File: src/rtl/sync_fifo_ctrl.sv
// -----------------------------------------------------------------------------
// sync_fifo_ctrl
//
// Controller for an 8-entry register-array FIFO with a registered read port.
// Two producers share the array write port through a round-robin arbiter; a
// single consumer pops entries. The controller owns the pointers, occupancy
// and status flags. It never touches array contents on reset.
//
// Ports
//   clk, rst                  : single clock, synchronous active-high reset
//   wr_req_a/b, wr_data_a/b   : producer requests and signed-byte data
//   wr_gnt_a/b                : combinational grants (write happens this cycle)
//   rd_req                    : consumer pop request
//   rd_valid                  : array read_data holds the popped entry
//   write_enable/addr/data    : array write port
//   read_enable/addr          : array read port (data returns next cycle)
//   full, empty, count        : registered occupancy status
//   ovf, unf                  : one-cycle pulses for refused write / pop
// -----------------------------------------------------------------------------
module sync_fifo_ctrl #(
  parameter int DEPTH  = 8,
  parameter int ADDR_W = 3
) (
  input  logic              clk,
  input  logic              rst,
  input  logic              wr_req_a,
  input  logic [7:0]        wr_data_a,
  output logic              wr_gnt_a,
  input  logic              wr_req_b,
  input  logic [7:0]        wr_data_b,
  output logic              wr_gnt_b,
  input  logic              rd_req,
  output logic              rd_valid,
  output logic              write_enable,
  output logic [ADDR_W-1:0] write_addr,
  output logic [7:0]        write_data,
  output logic              read_enable,
  output logic [ADDR_W-1:0] read_addr,
  output logic              full,
  output logic              empty,
  output logic [ADDR_W:0]   count,
  output logic              ovf,
  output logic              unf
);

  logic [ADDR_W-1:0] wr_ptr_q, wr_ptr_d;
  logic [ADDR_W-1:0] rd_ptr_q, rd_ptr_d;
  logic [ADDR_W:0]   count_q, count_d;
  logic              full_q, full_d;
  logic              empty_q, empty_d;
  logic              prio_q, prio_d;
  logic              rd_valid_q;
  logic              ovf_q, unf_q;

  logic              wr_allow;
  logic              both_req;

  // Arbitration: prio_q = 0 prefers A, 1 prefers B. Contention only matters
  // when both request; a lone requester always wins if a slot is free.
  always_comb begin
    wr_allow = !full_q && !rst;
    both_req = wr_req_a && wr_req_b;
    wr_gnt_a = wr_allow && wr_req_a && (!wr_req_b || !prio_q);
    wr_gnt_b = wr_allow && wr_req_b && (!wr_req_a ||  prio_q);
  end

  assign write_enable = wr_gnt_a | wr_gnt_b;
  assign write_addr   = wr_ptr_q;
  assign write_data   = wr_gnt_b ? wr_data_b : wr_data_a;
  assign read_enable  = rd_req && !empty_q && !rst;
  assign read_addr    = rd_ptr_q;

  always_comb begin
    wr_ptr_d = wr_ptr_q;
    rd_ptr_d = rd_ptr_q;
    count_d  = count_q;
    prio_d   = prio_q;

    if (write_enable) wr_ptr_d = wr_ptr_q + 1'b1;
    if (read_enable)  rd_ptr_d = rd_ptr_q + 1'b1;

    if (write_enable && !read_enable)      count_d = count_q + 1'b1;
    else if (read_enable && !write_enable) count_d = count_q - 1'b1;

    // After a contested grant, hand preference to the loser (A won -> prefer B).
    if (both_req && write_enable) prio_d = wr_gnt_a;

    // Flags come from the next count so they are exact right after the edge.
    full_d  = (count_d == (ADDR_W+1)'(DEPTH));
    empty_d = (count_d == '0);
  end

  always_ff @(posedge clk) begin
    if (rst) begin
      wr_ptr_q   <= '0;
      rd_ptr_q   <= '0;
      count_q    <= '0;
      full_q     <= 1'b0;
      empty_q    <= 1'b1;
      prio_q     <= 1'b0;
      rd_valid_q <= 1'b0;
      ovf_q      <= 1'b0;
      unf_q      <= 1'b0;
    end else begin
      wr_ptr_q   <= wr_ptr_d;
      rd_ptr_q   <= rd_ptr_d;
      count_q    <= count_d;
      full_q     <= full_d;
      empty_q    <= empty_d;
      prio_q     <= prio_d;
      // The array registers read_data on the same edge read_enable is seen.
      rd_valid_q <= read_enable;
      ovf_q      <= (wr_req_a | wr_req_b) && full_q;
      unf_q      <= rd_req && empty_q;
    end
  end

  assign rd_valid = rd_valid_q;
  assign full     = full_q;
  assign empty    = empty_q;
  assign count    = count_q;
  assign ovf      = ovf_q;
  assign unf      = unf_q;

endmodule

File: config.mk
export PLATFORM = sky130hd
export DESIGN_NAME = sync_fifo_ctrl
export DESIGN_NICKNAME = d
export VERILOG_FILES = /design/src/rtl/sync_fifo_ctrl.sv
export SDC_FILE = /design/constraint.sdc
export NUM_CORES = 1
export LEC_CHECK = 0
export ABC_CLOCK_PERIOD_IN_PS = 1700
export CELL_PAD_IN_SITES_DETAIL_PLACEMENT = 1
export CELL_PAD_IN_SITES_GLOBAL_PLACEMENT = 1
export CORE_UTILIZATION = 23
export DETAILED_ROUTE_END_ITERATION = 8
export PLACE_DENSITY_LB_ADDON = 0.1
export SKIP_LAST_GASP = 1
export SYNTH_ARGS = -nofsm -noshare
export SYNTH_HDL_FRONTEND = slang
export SYNTH_SLANG_ARGS = --single-unit
File: constraint.sdc
create_clock -name clk -period 1.7 [get_ports clk]
set_clock_uncertainty 0.1 [all_clocks]
set_input_delay 0.17 -clock clk [delete_from_list [all_inputs] [get_ports clk]]
set_output_delay 0.17 -clock clk [all_outputs]
set_load 0.005 [all_outputs]
Word level (Yosys, flattened, before mapping)
Index checks and enable logic that the tools add are counted.
{ "classes": {"n_mux": 3, "n_addsub": 4, "bitwise_logic": 2, "reduce_logical": 24, "n_eq_ne": 1} }
{ "ops": {"columns": ["op", "n"], "rows": [
  ["$logic_and A1 B1 Y1", 13],
  ["$logic_not A1 Y1", 8],
  ["$mux W4", 2],
  ["$mux W8", 1],
  ["$add A3 B1 Y3 const B", 2],
  ["$add A4 B1 Y4 const B", 1],
  ["$eq A4 B4 Y1 const B", 1],
  ["$logic_not A4 Y1", 1],
  ["$sub A4 B1 Y4 const B", 1],
  ["$logic_or A1 B1 Y1", 2],
  ["$or A1 B1 Y1", 2]
]} }
{ "word_totals": {"wordCells": 43, "register_bits": 16} }

Longest topological paths before layout
Gate-level depths: netlist of the first run.
{ "depth": {"ltp_word": 10, "ltp_mapped": 7, "mapped_depth_nobuf": 6} }

Least setup slack after synthesis of the first run
No wires, ideal clock.
{ "synth_timing": {"path_kind": "reg-to-reg", "from": "register empty_q (netlist: empty)", "to": "register empty_q (netlist: empty)", "period_less_slack_ps": 1662, "slack_ps": 38, "setup_time_ps": 120, "required_ps": 1480, "arrival_time_ps": 1443, "path_stages_with_launch": 7, "path_buffers": 1, "cell_sequence": "dfxtp_1 > or3b_1 > buf_2 > a21oi_1 > a221oi_2 > o22ai_2 > o21bai_2"} }
{ "synth_via": {"elab_chain_cells": 7} }
{ "synth_lines": {"columns": ["item", "line_no", "source"], "rows": [
  ["start: declaration", "50", "logic empty_q, empty_d;"],
  ["start signal: assignment", "109", "empty_q <= empty_d;"],
  ["$logic_not A1 Y1 *", "70", "assign read_enable = rd_req && !empty_q && !rst;"],
  ["$logic_and A1 B1 Y1 * (2 in series)", "70", null],
  ["$logic_and A1 B1 Y1 / $logic_not A1 Y1 (equally long branches)", "83, 82", null],
  ["$mux W4 / $logic_and A1 B1 Y1 (equally long branches)", "83, 82", null],
  ["$mux W4 *", "82", "if (write_enable && !read_enable) count_d = count_q + 1'b1;"],
  ["$logic_not A4 Y1 *", "90", "empty_d = (count_d == '0);"]
]} }
Mark *: on every way between the ends. The rest lies on a longest branch, timed or not.
A chain may end at the register's enable or synchronous reset.

Worst setup path in the final report of the first run
{ "layout_timing": {"from": "register full_q (netlist: full)", "to": "output wr_gnt_a"} }
{ "layout_via": {"elab_chain_cells": 4} }
{ "layout_lines": {"columns": ["item", "line_no", "source"], "rows": [
  ["start: declaration", "49", "logic full_q, full_d;"],
  ["start signal: assignment", "108", "full_q <= full_d;"],
  ["$logic_not A1 Y1", "61", "wr_allow = !full_q && !rst;"],
  ["$logic_and A1 B1 Y1", "61", null],
  ["$logic_and A1 B1 Y1 (2 in series)", "63", "wr_gnt_a = wr_allow && wr_req_a && (!wr_req_b || !prio_q);"],
  ["end: declaration", "28", "output logic wr_gnt_a,"]
]} }
No other way between the ends.

==> results of run 1 <==
==> state kept, by name, summed over array words and instances, names as in the netlist <==
signal / count
empty: 1
write_addr: 3
prio_q: 1
full: 1
unf: 1
rd_valid: 1
count: 4
read_addr: 3
ovf: 1
==> per-stage QoR <==
| stage | worst slack (ns) | utilization, % |
|---|---|---|
| final | -0.0235 | 46.7 |
| after global routing | -0.0616 | 46.7 |
| after detailed placement | -0.373 | 41.6 |
| after global placement | -0.331 | 41.6 |
| after floorplan | 0.0376 | - |
| after CTS | -0.135 | 45.0 |
==> logic make-up (layout without fill, tap and decap cells) <==
kind of cell | after synthesis | after routing | synth area share [%]
flip-flops | 16 | 16 | 36.6
XOR/XNOR | 6 | 6 | 6.00
AO/OA/AOI/OAI | 17 | 17 | 14.4
adder cells (fa/ha/maj) | 4 | 4 | 5.71
AND/OR/NAND/NOR | 61 | 61 | 32.9
buffers and inverters | 8 | 82 | 4.43
==> timing repair <==
action                                  4_1_cts  5_1_grt
endpoints found under the setup margin       17       13
pin swaps                                     2        5
resized for setup                            28       23
cloned                                        0        0
setup buffers                                 6        4
==> worst max-delay path, stage by stage, from the launching register on <==
cell	delay, ns
dfxtp_2	0.35
nor2_4	0.12
buf_4	0.13
buf_4	0.13
nand2_1	0.06
a21oi_1	0.14
dlygate4sd2_1	0.27
==> final timing paths <==
| path | cells past startpoint | end | from | slack [ns] |
|---|---|---|---|---|
| max | 6 | wr_gnt_a | full$_SDFF_PP0_ | -0.02 |
| min | 2 | unf$_SDFF_PP0_ | rd_req | 0.25 |
| max reg2reg | 5 | full$_SDFF_PP0_ | empty$_SDFF_PP1_ | 0 |
| min reg2reg | 2 | read_addr[1]$_SDFFE_PP0P_ | read_addr[1]$_SDFFE_PP0P_ | 0.41 |
==> area by class of cell <==
cell class                      instances  area (um^2)  share of cell area [%]
Clock buffer                            3         41.3                    2.42
Inverter                                5         23.8                    1.39
Multi-Input combinational cell         88          617                    36.1
Sequential cell                        16          323                    18.9
Tap cell                               48         60.1                    3.52
Timing Repair Buffer                   74          643                    37.7
==> cells in the mapped netlist <==
cell	number	share of area, %
clkinv_1	1	0.43
ha_1	4	5.7
inv_1	4	1.7
or3b_1	1	1.0
o21ai_0	3	1.7
dfxtp_1	16	37
buf_2	1	0.57
buf_6	1	1.3
a221oi_2	1	1.7
o22ai_2	2	2.9
nor3_2	1	1.1
and3b_1	1	1.0
nor2_1	7	3.0
xnor2_1	3	3.0
and3_4	1	1.3
nor4_1	1	0.71
nor3b_1	1	0.86
nand2b_1	4	2.9
nand2_1	33	14
a21oi_1	5	2.9
clkbuf_1	1	0.43
nand3_1	3	1.7
or2_2	1	0.71
or3_1	2	1.4
o22ai_1	2	1.4
nor3_1	4	2.3
o21bai_2	1	1.3
xor2_1	3	3.0
a21o_1	1	0.86
nor2b_1	1	0.71
a211oi_1	2	1.7
==> layer usage <==
metal  global-route usage (%)  share of wire (%)
met1                     18.5                 40
met2                     29.8                 54
met3                     3.80                4.5
met4                     3.41                1.4
met5                        0                  0
==> power by group through the flow <==
stage	Clock [W]	Combinational, W	Sequential (W)
final	0.000299	0.000497	0.000454
after global routing	0.000322	0.000541	0.000458
after CTS	0.000298	0.000465	0.000452
after detailed placement	0	0.000439	0.000457
after global placement	0	0.000429	0.000456
after floorplan	0	0.000180	0.000462
==> impl_metrics.toml, run 1 <==
[flow_run]
maxCapViolCount = 0

[clock_tree]
cts.sink_count = 16
ctsHoldBuffers = 0
clkTransAtPathRegs_ns = 0.07
cts_tree = "done"
cts_buffer_depth = 2
cts_made_buffers = 3
root_buffer = "clkbuf_8"
clock_latency_ns = 0.25
htree_levels = 1

[synth]
synthDistinctLibCells = 31
yosys_warnings = 0
synth_nets = 137
syn-cell-area_um2 = 876
synth.avg_cell_area_um2 = 7.82
synth.yosys.seq_area_share_pct = 36.6
netlist_instances = 112
ys_ff_latch = 16

[grt]
grt_pass1_wl_mm = 5.14
grt_max_degree = 13
grt_overflow = 0
grt_usage_pct = 16.1
grt_pass1_vias = 1085
antenna_found_initial = 0

[timing]
whs_ns = 0.245
fin_tns_setup_ns = -0.0268
period_minus_slack_ns = 1.72
worst_slew_pin_slew_ns = 0.288
max_freq_mhz = 580
worst_slack_ns = -0.0235
slew_headroom_pct = 80.6
drv_slew = 0
hold_viol_final = 0
fin_crit_sh_pct = 101
setup_viol_count_final = 2
rsz0062_at_grt = "true"

[route]
drtIter0Drc = 10
wl_per_cell_um = 14.5
antenna_left = 0
post-route-drc-count = 0
via_per_inst = 4.60
vias = 1077
dr.pass1.iters = 4
wirelength_mm = 3.40

[placement]
dp_hpwl_mm = 2.16
port_buffers = 47
dp_cells = 222
routabilityCongestion = 0.702
place_area_mm2 = 0.00152

[setup_path]
worst_setup_path_end_kind = "output pin"
worst_setup_path_start_kind = "register"
cp_data_arrival_time_ns = 1.45
crit_type = "reg -> out"
path_max_fanout = 5
worstPathRequired_ns = 1.43

[pwr]
intPower_w = 0.000856
seq_power_share_pct = 36.3
comb_power_share_pct = 39.8
p_leak_nw = 0.760
switching_share_pct = 31.6
clockPowerShare_pct = 23.9
max-vdd-ir-drop_uv = 401
p_per_area_mw_per_mm2 = 732
power.switching_w = 0.000395
total_power_w = 0.00125

[layout]
area_delta_synth_final_pct = 95.0
nNetsFinal = 213
drive_gt1_share_pct = 32.3
fin_area_mm2 = 0.00171
n_fill_cell = 453
num_antenna_cells = 0
final_cell_mix = "32 x nand2_1, 32 x clkdlybuf4s50_1, 25 x buf_4"
fin_cells = 234

[die]
rows = 22
coreArea_mm2 = 0.00366
die_h_um = 63.7
io-pin-count = 48
start_util_pct = 23.9
fp.dieW_um = 63.7
die-area_mm2 = 0.00406

[worst_hold_path]
hold_path.class = "in -> reg"

[run_status]
failed_checks = "negative setup slack"
run_status = "finished, violations left"
No activity file was read; power rests on OpenSTA's default activity.
==> run 2, diff against run 1 <==
--- a/config.mk
+++ b/config.mk
@@ -11,7 +11,6 @@
 export CORE_UTILIZATION = 23
 export DETAILED_ROUTE_END_ITERATION = 8
 export PLACE_DENSITY_LB_ADDON = 0.1
-export SKIP_LAST_GASP = 1
 export SYNTH_ARGS = -nofsm -noshare
 export SYNTH_HDL_FRONTEND = slang
 export SYNTH_SLANG_ARGS = --single-unit
==> impl_metrics.toml, run 2 (synthesis gave the netlist of run 1 again) <==
[run_status]
run_status = "finished clean"

[route]
vias = 1062
dr.pass1.iters = 4
post-route-drc-count = 0
drtIter0Drc = 13
wl_per_cell_um = 13.9
wirelength_mm = 3.23
via_per_inst = 4.58
antenna_left = 0

[setup_path]
cp_data_arrival_time_ns = 1.74
worstPathRequired_ns = 1.77
worst_setup_path_end_kind = "register"
crit_type = "reg -> reg"
worst_setup_path_start_kind = "register"
path_max_fanout = 6
reg2reg_slack_ns = 0.03
rr_endpoint = "full$_SDFF_PP0_"
r2r_cells = 5
r2r-start = "empty$_SDFF_PP1_"

[placement]
routabilityCongestion = 0.702
dp_hpwl_mm = 2.16
place_area_mm2 = 0.00152
port_buffers = 47

[die]
die-area_mm2 = 0.00406
coreArea_mm2 = 0.00366
rows = 22
die_h_um = 63.7
start_util_pct = 23.9
fp.dieW_um = 63.7
io-pin-count = 48

[worst_hold_path]
hold_path.class = "in -> reg"
hold_end = "unf$_SDFF_PP0_"
hold-path-cell-count = 2
worstHoldStart = "rd_req"

[grt]
grt_pass1_wl_mm = 5.33
grt_usage_pct = 16.7
antenna_found_initial = 0
grt_pass1_vias = 1127
grt_overflow = 0
grt_max_degree = 13

[layout]
drive_gt1_share_pct = 28.3
fin_area_mm2 = 0.00171
largest_reg_flops = 4
area_delta_synth_final_pct = 95.0
final_common_cell = "nand2_1"
final_cell_mix = "33 x nand2_1, 32 x clkdlybuf4s50_1, 23 x buf_4"
nNetsFinal = 211
num_antenna_cells = 0

[pwr]
p_leak_nw = 0.742
max-vdd-ir-drop_uv = 371
p_per_area_mw_per_mm2 = 722

[clock_tree]
cts_buffer_depth = 2
clkTransAtPathRegs_ns = 0.07
cts_made_buffers = 3
clock_latency_ns = 0.25
ctsHoldBuffers = 0
root_buffer = "clkbuf_8"
cts_tree = "done"
htree_levels = 1
cts.sink_count = 16

[timing]
hold_viol_final = 0
setup_viol_count_final = 0
fin_crit_sh_pct = 98.2
period_minus_slack_ns = 1.67
max_freq_mhz = 599
drv_slew = 0
worst_slew_pin_slew_ns = 0.301
slew_headroom_pct = 79.8
rsz0062_at_grt = "true"
whs_ns = 0.243

[flow_run]
maxCapViolCount = 0
run 2: cell types whose count changed in the layout (fill, tap and decap cells not counted), sizes merged:
| cell | before | now |
|---|---|---|
| dlymetal6s2s | 1 | 0 |
| clkdlybuf4s15 | 0 | 5 |
| dlygate4sd2 | 8 | 9 |
| buf | 27 | 25 |
| clkbuf | 9 | 4 |
run 2: worst max-delay path by stage:
stage / startpoint / endpoint / slack, ns / cells past startpoint
6_report: empty$_SDFF_PP1_ / full$_SDFF_PP0_ / 0.03 / 5
5_1_grt: full$_SDFF_PP0_ / write_data[4] / -0.05 / 7
4_1_cts: full$_SDFF_PP0_ / write_data[7] / 0.002 / 7
3_5_place_dp: rst / write_data[7] / -0.37 / 7
3_3_place_gp: rst / write_data[7] / -0.33 / 7
2_1_floorplan: empty$_SDFF_PP1_ / empty$_SDFF_PP1_ / 0.04 / 6
run 2: through the flow:
step           power (W)  TNS, ns  worst slack, ns  std cells  util [%]
2_1_floorplan   0.000642        0           0.0376        112         -
3_3_place_gp    0.000885    -5.42           -0.331        222      41.6
3_5_place_dp    0.000895    -5.90           -0.373        222      41.6
4_1_cts          0.00122        0          0.00204        230      45.8
5_1_grt          0.00131   -0.247          -0.0547        232      46.7
6_report         0.00123        0           0.0313        232      46.7
run 2: metal layers:
metal / up-vias / global-route usage [%] / wire length (um)
li1: 522 / - / -
met1: 503 / 18.5 / 1280
met2: 35 / 31.9 / 1770
met3: 2 / 3.80 / 165
met4: 0 / 3.41 / 14
met5: - / 0 / 0
run 2: final cells by class:
class	count	area, um^2
Fill cell	448	1950
Timing Repair Buffer	72	649
Multi-Input combinational cell	88	609
Sequential cell	16	324
Tap cell	48	60.1
Clock buffer	3	41.3
Inverter	5	23.8
run 2: where the power goes:
part	switching (W)	leakage (nW)	internal (W)
Sequential	0.0000390	0.132	0.000415
Combinational	0.000207	0.589	0.000284
Clock	0.000131	0.0216	0.000157
run 2: what timing repair did:
action / in CTS / in global routing
pin swaps: 2 / 3
resized for setup: 39 / 6
buffers inserted: 6 / 2
endpoints found under the setup margin: 17 / 12
run 2: critical path, cell delays in order, from the launching register on:
cell and delay (ns):
dfxtp_2 0.32, or3b_4 0.41, and3_4 0.22, a221oi_4 0.28, o22ai_2 0.13, nor3_2 0.13
==> run 3, diff against run 2 <==
==> config.mk (replaced) <==
export PLATFORM = sky130hd
export DESIGN_NAME = sync_fifo_ctrl
export DESIGN_NICKNAME = d
export VERILOG_FILES = /design/src/rtl/sync_fifo_ctrl.sv
export SDC_FILE = /design/constraint.sdc
export NUM_CORES = 1
export LEC_CHECK = 0
export ABC_CLOCK_PERIOD_IN_PS = 1600
export CELL_PAD_IN_SITES_DETAIL_PLACEMENT = 1
export CELL_PAD_IN_SITES_GLOBAL_PLACEMENT = 1
export CORE_UTILIZATION = 26
export DETAILED_ROUTE_END_ITERATION = 8
export PLACE_DENSITY_LB_ADDON = 0.05
export SYNTH_ARGS = -nofsm -noshare
export SYNTH_HDL_FRONTEND = slang
export SYNTH_SLANG_ARGS = --single-unit
==> constraint.sdc (replaced) <==
create_clock -name clk -period 1.6 [get_ports clk]
set_clock_uncertainty 0.1 [all_clocks]
set_input_delay 0.16 -clock clk [delete_from_list [all_inputs] [get_ports clk]]
set_output_delay 0.16 -clock clk [all_outputs]
set_load 0.005 [all_outputs]
==> impl_metrics.toml, run 3 (synthesis gave the netlist of run 1 again) <==
[run_status]
run_status = "finished, violations left"
failed_checks = "negative setup slack"

[setup_path]
cp_data_arrival_time_ns = 1.88
crit_type = "reg -> reg"
worstPathRequired_ns = 1.74
rr_endpoint = "empty$_SDFF_PP1_"
reg2reg_slack_ns = -0.15
r2r_cells = 6
worst_setup_path_start_kind = "register"
worst_setup_path_end_kind = "register"
endpoint = "empty$_SDFF_PP1_"
path_max_fanout = 5
startpoint = "empty$_SDFF_PP1_"
r2r-start = "empty$_SDFF_PP1_"

[grt]
use_met1_pct = 21.3
grt_usage_pct = 19.2
grt.met3_usage_pct = 5.19
globalRouteMet2Util_pct = 35.2
grt_pass1_wl_mm = 5.04
grt_busiest_layer = "met2"
grt_pass1_vias = 1079
grt_overflow = 0
grt_max_degree = 11
antenna_found_initial = 0

[route]
via_per_inst = 4.65
antenna_left = 0
dr.pass1.iters = 3
vias = 1089
wl_per_cell_um = 14.0
drtIter0Drc = 12
post-route-drc-count = 0
wirelength_mm = 3.28

[worst_hold_path]
hold_path.class = "in -> reg"

[timing]
setup_viol_count_final = 9
rsz0062_at_grt = "true"
worst_slack_ns = -0.146
slew_headroom_pct = 83.6
hold_viol_final = 0
fin_crit_sh_pct = 109
drv_slew = 0
max_freq_mhz = 573
worst_slew_pin_slew_ns = 0.243
period_minus_slack_ns = 1.75

[die]
io-pin-count = 48
coreArea_mm2 = 0.00313
fp.dieW_um = 60.0
start_util_pct = 28.0
die-area_mm2 = 0.00360
die_h_um = 60.0
rows = 20

[clock_tree]
cts_made_buffers = 3
ctsHoldBuffers = 0
cts_buffer_depth = 2
cts_tree = "done"
clkTransAtPathRegs_ns = 0.10
clock_latency_ns = 0.30
root_buffer = "clkbuf_4"
cts.sink_count = 16
htree_levels = 1

[placement]
place_area_mm2 = 0.00151
dp_cells = 216
post-place-ws_ns = -0.455
port_buffers = 47
routabilityCongestion = 0.829
dp_hpwl_mm = 2.27

[pwr]
p_leak_nw = 0.826
max-vdd-ir-drop_uv = 430
p_per_area_mw_per_mm2 = 746

[layout]
fin_area_mm2 = 0.00179
largest_reg_flops = 4
multi_input_comb_area_um2 = 667
regArea_um2 = 327
nNetsFinal = 216
final_common_cell = "clkdlybuf4s50_1"
drive_gt1_share_pct = 43.2
n_fill_cell = 375
num_antenna_cells = 0
fin_cells = 234
area_delta_synth_final_pct = 105
final_cell_mix = "29 x clkdlybuf4s50_1, 26 x nand2_1, 19 x buf_4"

[flow_run]
maxCapViolCount = 0
==> run 3: changes by cell type in the layout (fill, tap and decap cells not counted), moves of 3 or more <==
cell	delta
clkdlybuf4s50_1	-3
clkdlybuf4s15_1	-5
buf_2	+9
dlymetal6s2s_1	+3
nand2_1	-7
nand2_2	+7
clkbuf_4	+3
buf_4	-4
buf_6	+8
dlygate4sd2_1	-4
==> run 3: per-stage QoR <==
stage	setup TNS (ns)	power [W]	utilization, %	hold WS (ns)
after floorplan	-0.110	0.000683	-	0.224
final	-0.714	0.00134	57.3	0.168
after global placement	-6.73	0.000939	48.1	0.378
after global routing	-1.58	0.00143	57.3	0.164
after CTS	-1.26	0.00133	55.8	0.168
after detailed placement	-7.69	0.000959	48.1	0.406
==> run 3: where the power goes <==
group	switching [W]	internal, W
logic	0.000254	0.000326
registers	0.0000341	0.000443
clock network	0.000139	0.000139
==> run 3: critical path, stage by stage, from the launching register on <==
cell      delay (ns)
dfxtp_2         0.33
or3b_4          0.39
buf_6           0.14
and3_4          0.20
a221oi_4        0.25
o22ai_2         0.13
o21bai_2        0.14
==> run 3: layout make-up <==
class,count,share of cell area (%)
Timing Repair inverter,1,0.349
Clock buffer,4,2.03
Tap cell,44,3.07
Timing Repair Buffer,76,37.8
Inverter,5,1.33
Multi-Input combinational cell,88,37.2
Sequential cell,16,18.2
==> run 3: worst min path at each step <==
stage                          startpoint  depth (start not counted)                          to  slack (ns)
2_1_floorplan                      rd_req                          1              unf$_SDFF_PP0_        0.22
3_3_place_gp    read_addr[1]$_SDFFE_PP0P_                          2   read_addr[1]$_SDFFE_PP0P_        0.38
3_5_place_dp   write_addr[1]$_SDFFE_PP0P_                          2  write_addr[1]$_SDFFE_PP0P_        0.41
4_1_cts                            rd_req                          2              unf$_SDFF_PP0_        0.17
5_1_grt                            rd_req                          2              unf$_SDFF_PP0_        0.16
6_report                           rd_req                          2              unf$_SDFF_PP0_        0.17
==> run 3: per-layer routing <==
metal  vias up  part of all wire (%)
li1        536                     -
met1       517                    40
met2        32                    52
met3         4                   6.5
met4         0                   1.5
met5         -                     0
==> run 3: timing repair <==
| item | 4_1_cts | 5_1_grt |
|---|---|---|
| setup endpoints to repair | 19 | 20 |
| setup buffers | 10 | 5 |
| cloned | 1 | 0 |
| gates resized for setup | 78 | 19 |
| pin swaps | 13 | 12 |
